`src/rtl/irq_ctrl_pkg.sv`:
```
// Shared constants for the APB interrupt controller: register word offsets
// (PADDR[4:2]) and interrupt ID sizing.
package irq_ctrl_pkg;

  localparam int IRQ_ID_WIDTH = 5;
  localparam int MAX_IRQ      = 32;

  localparam logic [2:0] REG_MASK     = 3'd0;
  localparam logic [2:0] REG_MODE     = 3'd1;
  localparam logic [2:0] REG_PEND     = 3'd2;
  localparam logic [2:0] REG_PEND_SET = 3'd3;
  localparam logic [2:0] REG_PEND_CLR = 3'd4;
  localparam logic [2:0] REG_ID       = 3'd5;

endpackage

```
`src/rtl/irq_sync_edge.sv`:
```
// One interrupt source: SYNC_STAGES-deep synchroniser followed by an
// edge-history flop. s is the synchronised level, rise is high for the one
// cycle in which s is high and was low on the previous cycle.
module irq_sync_edge #(
  parameter int SYNC_STAGES = 2
) (
  input  logic clk_i,
  input  logic rst_i,
  input  logic src,
  output logic s,
  output logic rise
);

  logic [SYNC_STAGES-1:0] chain;
  logic                   p;

  // Shift the raw source through the synchroniser and remember the last s.
  always_ff @(posedge clk_i) begin
    if (rst_i) begin
      chain <= '0;
      p     <= 1'b0;
    end else begin
      chain[0] <= src;
      for (int k = 1; k < SYNC_STAGES; k++) chain[k] <= chain[k-1];
      p <= chain[SYNC_STAGES-1];
    end
  end

  assign s    = chain[SYNC_STAGES-1];
  assign rise = s & ~p;

endmodule

```
`src/rtl/apb_irq_ctrl.sv`:
```
// APB interrupt controller: per-source synchroniser, level/rising-edge
// pending logic, mask, highest-index-wins priority encoder and a registered
// irq/irq_id pair towards the core. The core's ack clears edge pending bits.
module apb_irq_ctrl
  import irq_ctrl_pkg::*;
#(
  parameter int APB_ADDR_WIDTH = 12,
  parameter int N_IRQ          = 32,
  parameter int SYNC_STAGES    = 2
) (
  input  logic                      clk_i,
  input  logic                      rst_i,
  input  logic [APB_ADDR_WIDTH-1:0] PADDR,
  input  logic [31:0]               PWDATA,
  input  logic                      PWRITE,
  input  logic                      PSEL,
  input  logic                      PENABLE,
  output logic [31:0]               PRDATA,
  output logic                      PREADY,
  output logic                      PSLVERR,
  input  logic [N_IRQ-1:0]          irq_src_i,
  output logic                      irq_o,
  output logic [IRQ_ID_WIDTH-1:0]   irq_id_o,
  input  logic                      irq_ack_i,
  input  logic [IRQ_ID_WIDTH-1:0]   irq_ack_id_i,
  output logic                      event_o
);

  logic [2:0]              off;
  logic                    access, wr, rd;
  logic [N_IRQ-1:0]        wdata;
  logic [N_IRQ-1:0]        mask, mode, pend_q;
  logic [N_IRQ-1:0]        s, rise, pend, active;
  logic [N_IRQ-1:0]        ack_v, pset_v, pclr_v, set_v, clr_v;
  logic [IRQ_ID_WIDTH-1:0] hi_id;
  logic                    unused;

  assign off    = PADDR[4:2];
  assign access = PSEL & PENABLE;
  assign wr     = access & PWRITE;
  assign rd     = access & ~PWRITE;
  assign wdata  = PWDATA[N_IRQ-1:0];
  assign PREADY = 1'b1;
  assign unused = ^{PADDR, PWDATA};

  generate
    for (genvar i = 0; i < N_IRQ; i++) begin : g_src
      irq_sync_edge #(.SYNC_STAGES(SYNC_STAGES)) u_sync (
        .clk_i (clk_i),
        .rst_i (rst_i),
        .src   (irq_src_i[i]),
        .s     (s[i]),
        .rise  (rise[i])
      );
    end
  endgenerate

  // Set/clear vectors for the edge pending flops; an ack ID outside the
  // implemented range matches no bit and so does nothing.
  always_comb begin
    ack_v = '0;
    for (int i = 0; i < N_IRQ; i++)
      ack_v[i] = irq_ack_i && (irq_ack_id_i == IRQ_ID_WIDTH'(i));
    pset_v = (wr && off == REG_PEND_SET) ? wdata : '0;
    pclr_v = (wr && off == REG_PEND_CLR) ? wdata : '0;
    set_v  = (rise | pset_v) & mode;
    clr_v  = pclr_v | (ack_v & mode);
  end

  // Level sources report the live synchronised input, edge sources the flop.
  assign pend   = (pend_q & mode) | (s & ~mode);
  assign active = pend & mask;

  // Priority encoder: the last (highest) active index wins.
  always_comb begin
    hi_id = '0;
    for (int i = 0; i < N_IRQ; i++)
      if (active[i]) hi_id = IRQ_ID_WIDTH'(i);
  end

  // Register file, pending flops (set beats clear) and core-facing outputs.
  always_ff @(posedge clk_i) begin
    if (rst_i) begin
      mask     <= '0;
      mode     <= '0;
      pend_q   <= '0;
      irq_o    <= 1'b0;
      irq_id_o <= '0;
      event_o  <= 1'b0;
    end else begin
      if (wr && off == REG_MASK) mask <= wdata;
      if (wr && off == REG_MODE) mode <= wdata;
      pend_q  <= (pend_q & ~clr_v) | set_v;
      irq_o   <= |active;
      if (|active) irq_id_o <= hi_id;
      event_o <= |(set_v & mask & ~pend_q);
    end
  end

  // Read mux, combinational in the access phase; top two offsets error.
  always_comb begin
    PRDATA  = '0;
    PSLVERR = access && (off >= 3'd6);
    if (rd) begin
      case (off)
        REG_MASK: PRDATA[N_IRQ-1:0] = mask;
        REG_MODE: PRDATA[N_IRQ-1:0] = mode;
        REG_PEND: PRDATA[N_IRQ-1:0] = pend;
        REG_ID:   PRDATA = {irq_o, 26'b0, irq_id_o};
        default:  PRDATA = '0;
      endcase
    end
  end

endmodule

```
`config.mk`:
```
export PLATFORM = sky130hd
export DESIGN_NAME = apb_irq_ctrl
export DESIGN_NICKNAME = d
export VERILOG_FILES = /design/src/rtl/irq_ctrl_pkg.sv /design/src/rtl/irq_sync_edge.sv /design/src/rtl/apb_irq_ctrl.sv
export SDC_FILE = /design/constraint.sdc
export NUM_CORES = 1
export LEC_CHECK = 0
export ABC_AREA = 1
export BUFFER_PORTS_ARGS = -buffer_cell sky130_fd_sc_hd__buf_2
export CAP_MARGIN = 40
export CORE_UTILIZATION = 40
export CTS_CLUSTER_DIAMETER = 30
export DETAILED_ROUTE_END_ITERATION = 10
export HOLD_SLACK_MARGIN = 0.05
export SYNTH_ARGS = -nofsm -noshare
export SYNTH_HDL_FRONTEND = slang
export SYNTH_SLANG_ARGS = --single-unit
export TNS_END_PERCENT = 50
```
`constraint.sdc`:
```
create_clock -name clk_i -period 4.05 [get_ports clk_i]
set_input_delay 0.81 -clock clk_i [delete_from_list [all_inputs] [get_ports clk_i]]
set_output_delay 0.81 -clock clk_i [all_outputs]
set_load 0.01 [all_outputs]
```
==> reports/qor.txt, run 1 <==
Status: finished clean
Die width: 149.7 µm
Final wirelength: 26220 µm
Post-synthesis async set-or-reset flop share: 0
Number of routed nets with antenna violations: 0
RSZ-0062 raised after global routing: no
Clock power share: 0.426
Die area: 0.02241 mm²
First-pass GRT wire length: 41010 µm
Fmax: 303.6 MHz
Final TNS setup: 0 ns
Post-synthesis cell type count: 43
VDD IR max: 0.2793 mV
Pint: 0.003035 W
Register area: 0.003984 mm²
Drt pass-1 iters: 7
Drt wl/cell: 16.51 µm
Layout cells sized above 1: 0.1905
Starting DRT DRC Count: 647
Post-DP HPWL: 17580 µm
Die height: 149.7 µm
WS Path Type: in -> out
FILL cells: 2153
Number of synthesized register bits: 199
H-tree depth: 4
Multi-input combinational cell area: 0.003879 mm²
Clk_lat worst skew: 0.44 ns
Cts-stage hold buffer count: 0
Resized cells post-CTS: 0
Max-Cap Viols: 0
Port-buffer cells: 117
Sequential Power Share: 0.504
RePlAce Congestion: 0.8907
CORE AREA: 0.02122 mm²
Gate power share: 0.070
Num CTS Buffers: 17
Final worst path period need: 3.294 ns
Pin count of the biggest net entering global routing: 80
Main synth FF type: dfxtp_1
Net count, final: 1386
Grt total ovfl: 0
Vias in the first global route: 7499
Post-synth EDFFs: 0
Slew Limit Fails: 0
Register clock-pin slew on the reported worst setup and hold paths: 0.06 ns
Critical path launch point type: input pin
IO Pins: 128
Worst EP arrival: 2.48 ns
Worst min path class: reg -> reg
Bufs on Longest Clock Path: 2
Post-Syn Instances: 1209
Total power: 0.004034 W
Drt drc: 0
Area grow syn2layout: 16.42%
Final Util: 0.4788
DR vias/cell: 5.166
Sequential fraction of the synthesis area: 0.4565
Slew margin rel.: 0.5413
Crit. End Element: output port
Final hold vios: 0
Worst Path Max Fanout: 10
Pwr dens: 397.1 mW/mm²
Synth Warn #: 0
Initial antenna violation count: 1
Leakage: 4.342 nW
Synth Cell Area: 0.008727 mm²
Total track usage: 0.2410
# Post-CTS Setup Buffers: 0
CTS tree: done
Setup Skew: 0.01099 ns
Placement row count: 53
Routed vias: 8204
Data required, critical path: 3.24 ns
Synth Net Count: 1296
Syn Area/Cell: 7.218 µm²
Cell at the root of the clock tree: clkbuf_16
Initial Utilization: 0.4113
Switch share: 0.2476
CTS Sinks: 199
Final setup viols: 0
Crit share post-route: 0.8133
Worst-Margin Slew: 0.6874 ns
NetSw: 0.0009990 W
==> cell families (layout without fill, tap and decap cells) <==
kind of cell / count (synthesis) / count (layout) / share of synthesized area
simple gates: 470 / 470 / 0.2351
compound gates: 309 / 309 / 0.2056
buf+inv: 230 / 333 / 0.1024
flops: 199 / 199 / 0.4565
other cells: 1 / 2 / 0.0004297
==> worst max-delay path, stage by stage <==
cell	delay, ns
buf_2	0.13
nor2_1	0.13
inv_2	0.07
nor2_2	0.46
buf_4	0.30
a22oi_1	0.11
a21oi_1	0.28
buf_2	0.19
==> area by class of cell <==
type / count / area share
timing repair buffer: 129 / 0.06921
antenna: 1 / 0.0002463
sequential: 199 / 0.3921
clock inverter: 12 / 0.01379
clock buffer: 20 / 0.04397
tap: 275 / 0.03387
multi-input combinational: 780 / 0.3818
inverter: 172 / 0.06502
==> cells in the mapped netlist, drive strengths merged (3+ instances only) <==
library cell  number  area (µm²)
nor3b              5       37.54
a41oi              3       26.28
a31oi              5       31.28
nand3             71       360.3
inv              168       630.6
dfxtp            199        3984
a21oi            147       788.3
a221oi             3       26.28
nand4             25       156.4
nor2             162       610.6
nand2            200       843.3
o21ai             81       412.9
clkinv             3       12.51
a22oi             27       202.7
o22ai             33       206.5
clkbuf            56       214.0
nor4               3       18.77
==> state kept, by name (all words and copies together), names as in the netlist <==
register / flops
g_src.u_sync.chain: 64
pend_q: 32
g_src.u_sync.p: 32
mode: 32
event_o: 1
irq_o: 1
irq_id_o: 5
mask: 32
==> final timing paths <==
kind,start,end,slack [ns],depth (start not counted)
worst min register to register,g_src[10].u_sync.chain[0],g_src[10].u_sync.chain[1],0.40,2
worst max-delay path,PADDR[2],PRDATA[15],0.76,8
worst max register to register,mode[1],irq_id_o[0],1.54,34
worst min-delay path,g_src[10].u_sync.chain[0],g_src[10].u_sync.chain[1],0.40,2
==> power groups by stage <==
stage	sequential [W]	combinational (W)	clock, W
6_report	0.00203	0.000282	0.00172
5_1_grt	0.00204	0.000312	0.00183
4_1_cts	0.00203	0.000281	0.00176
3_5_place_dp	0.00208	0.000279	0
3_3_place_gp	0.00208	0.000278	0
2_1_floorplan	0.00207	0.000168	0
==> per-stage QoR <==
stage	hold slack, ns	instance area [µm²]	setup WS, ns	cells
floorplan	0.3883	8727	1.183	1209
global placement	0.3895	9570	0.7807	1555
detailed placement	0.3916	9570	0.8341	1555
CTS	0.4021	10160	0.8068	1587
global route	0.4184	10160	0.7093	1587
finish	0.4011	10160	0.7560	1588
==> metal layers <==
metal / part of all wire / track usage / up-vias
li1: - / - / 4155
met5: 0 / 0 / -
met2: 0.44 / 0.3736 / 276
met3: 0.069 / 0.04604 / 38
met1: 0.47 / 0.3336 / 3735
met4: 0.022 / 0.08131 / 0
==> cells in the final DEF (no fill, tap or decap), drive strengths merged, types with 2 or more instances in the layout <==
cell | Yosys | layout
a221oi | 3 | 3
nand3 | 71 | 71
a22oi | 27 | 27
buf | 2 | 129
a32oi | 2 | 2
nor4 | 3 | 3
o21ai | 81 | 81
o211ai | 2 | 2
clkinv | 3 | 6
nor3b | 5 | 5
inv | 168 | 173
a31oi | 5 | 5
nand4 | 25 | 25
nor3 | 2 | 2
a41oi | 3 | 3
dfxtp | 199 | 199
clkinvlp | 0 | 2
nand2 | 200 | 200
nor2 | 162 | 162
bufinv | 1 | 3
o22ai | 33 | 33
a21oi | 147 | 147
clkbuf | 56 | 20
Note: power is estimated with default switching activity, not from simulation.
==> run 2: changes to the inputs <==
==> constraint.sdc (replaced) <==
create_clock -name clk_i -period 3.2 [get_ports clk_i]
set_input_delay 0.64 -clock clk_i [delete_from_list [all_inputs] [get_ports clk_i]]
set_output_delay 0.64 -clock clk_i [all_outputs]
set_load 0.01 [all_outputs]
==> reports/qor.txt, run 2 (same netlist as run 1, synthesis figures left out) <==
Hold depth: 3 (+1)
Total track usage: 0.2428 (+0.001814)
CP top delay family: buffers and inverters
RePlAce Congestion: 0.8669 (-2.7%)
Drt pass-1 iters: 5 (-2)
Area grow syn2layout: 17.74%
Placement row count: 53 (unchanged)
Die height: 149.7 µm (unchanged)
CP bufs+invs: 4 (unchanged)
Pwr dens: 518.6 mW/mm² (+31%)
Vias in the first global route: 7573 (+0.99%)
RSZ-0062 raised after global routing: no
Starting DRT DRC Count: 766 (+18%)
Drt drc: 0 (unchanged)
CTS Sinks: 199 (unchanged)
Final hold vios: 0 (unchanged)
Final setup viols: 0 (unchanged)
Worst Path Max Fanout: 31 (+21)
Hold path start: irq_src_i[6]
Critical path launch point type: input pin
Die width: 149.7 µm (unchanged)
Worst EP arrival: 1.92 ns (-0.56 ns)
Critical-path top delay cell: a21oi_1
CORE AREA: 0.02122 mm² (unchanged)
Hold WS: 0.3876 ns (-0.01353 ns)
Critical path's most frequent cell: buf_2
Die area: 0.02241 mm² (unchanged)
Data required, critical path: 2.56 ns (-0.68 ns)
Grt total ovfl: 0 (unchanged)
Number of routed nets with antenna violations: 0 (unchanged)
R2R cell count: 34 (unchanged)
Initial antenna violation count: 1 (unchanged)
Fmax: 390.4 MHz
Max reg flops: 64 (unchanged)
Endpoint, Worst Hold: g_src[6].u_sync.chain[0]
Final wirelength: 26600 µm (+1.4%)
Resized cells post-CTS: 0 (unchanged)
FF-to-FF End: irq_id_o[0]
Routed vias: 8350 (+1.8%)
First-pass GRT wire length: 41370 µm (+0.86%)
Leakage: 4.392 nW (+1.1%)
Most common cell after layout, fill and taps aside: dfxtp_1
DR vias/cell: 5.258 (+1.8%)
CTS tree: done
Reg with most FFs: g_src.u_sync.chain
Post-DP HPWL: 17290 µm (-1.6%)
Worst reg2reg startpoint: mode[1]
IO Pins: 128 (unchanged)
Bufs on Longest Clock Path: 2 (unchanged)
Cell at the root of the clock tree: clkbuf_16
Drt wl/cell: 16.75 µm (+1.4%)
Slew margin rel.: 0.5482 (+0.006952)
Final TNS setup: 0 ns (unchanged)
Clk_lat worst skew: 0.45 ns (about the same)
Most frequent cells in the layout: dfxtp_1 (199), nand2_1 (179), nor2_1 (156)
Cts-stage hold buffer count: 0 (unchanged)
Worst-Margin Slew: 0.6777 ns (-0.009672 ns)
VDD IR max: 0.3086 mV (+10%)
Flop-to-flop setup slack: 0.74 ns (-0.80 ns)
Crit path cell chain: buf_2 > inv_2 > nand2_1 > nor2_2 > buf_12 > a22oi_1 > a21oi_1 > buf_2
Critical Path Max Stage Delay: 0.26 ns (-0.20 ns)
Layout cells sized above 1: 0.1921 (+0.001524)
Final worst path period need: 2.561 ns
# Post-CTS Setup Buffers: 0 (unchanged)
H-tree depth: 4 (unchanged)
Setup Skew: 0.008451 ns (-0.002541 ns)
Worst min path class: in -> reg
Setup crit start: PADDR[3]
Net count, final: 1386 (unchanged)
Pin count of the biggest net entering global routing: 134 (+68%)
Register clock-pin slew on the reported worst setup and hold paths: 0.08 ns (+0.02 ns)
Initial Utilization: 0.4113 (unchanged)
Crit. End Element: output port
WS Path Type: in -> out
Num CTS Buffers: 17 (unchanged)
Slew Limit Fails: 0 (unchanged)
Crit share post-route: 0.8004
Max-Cap Viols: 0 (unchanged)
Status: finished clean
Port-buffer cells: 117 (unchanged)
-- run 2: changes by cell type in the layout (fill, tap and decap cells not counted), sizes merged --
| cell | delta |
|---|---|
| inv | +1 |
| bufinv | +2 |
| clkinvlp | -1 |
| clkbuf | -2 |
-- run 2: worst max path at each step --
stage                        endpoint  slack (ns)  cells after the start
after floorplan             PRDATA[2]        0.67                      7
after global placement        event_o        0.57                     10
after detailed placement      event_o        0.56                     10
after CTS                   PRDATA[1]        0.66                     10
after global routing      irq_id_o[0]        0.43                     34
final                      PRDATA[21]        0.64                      8
-- run 2: tightest hold or removal path, cell delays in order --
cell and delay, ns:
buf_2 0.07, inv_1 0.03, nor2_1 0.06
-- run 2: power breakdown --
part           leakage [nW]  total [W]  internal (W)  switching (W)
clock network         0.317    0.00239       0.00136        0.00104
registers              1.62    0.00257       0.00254      0.0000330
logic                  2.45   0.000363      0.000119       0.000244
-- run 2: final cells by class --
type                            count  area, µm²
Fill cell                        2197      10950
Inverter                          172      660.6
Antenna cell                        1      2.502
Sequential cell                   199       3984
Clock inverter                     14      212.7
Clock buffer                       18      439.2
Tap cell                          275      344.1
Multi-Input combinational cell    780       3879
Timing Repair Buffer              129      753.2
-- run 2: per-stage QoR --
step / area (µm²) / util / worst slack [ns] / total power [W] / cells
finish: 10270 / 0.4842 / 0.6386 / 0.005329 / 1588
global route: 10270 / 0.4841 / 0.4306 / 0.005525 / 1587
CTS: 10270 / 0.4841 / 0.6553 / 0.005360 / 1587
detailed placement: 9620 / 0.4534 / 0.5589 / 0.002987 / 1555
global placement: 9620 / 0.4534 / 0.5685 / 0.002984 / 1555
floorplan: 8727 / - / 0.6727 / 0.002834 / 1209
-- run 2: routing by layer --
layer	part of all wire	GRT usage	vias to the layer above
met5	0	0	-
met4	0.018	0.06414	0
met3	0.074	0.05335	29
met2	0.45	0.3794	295
met1	0.46	0.3361	3865
li1	-	-	4161
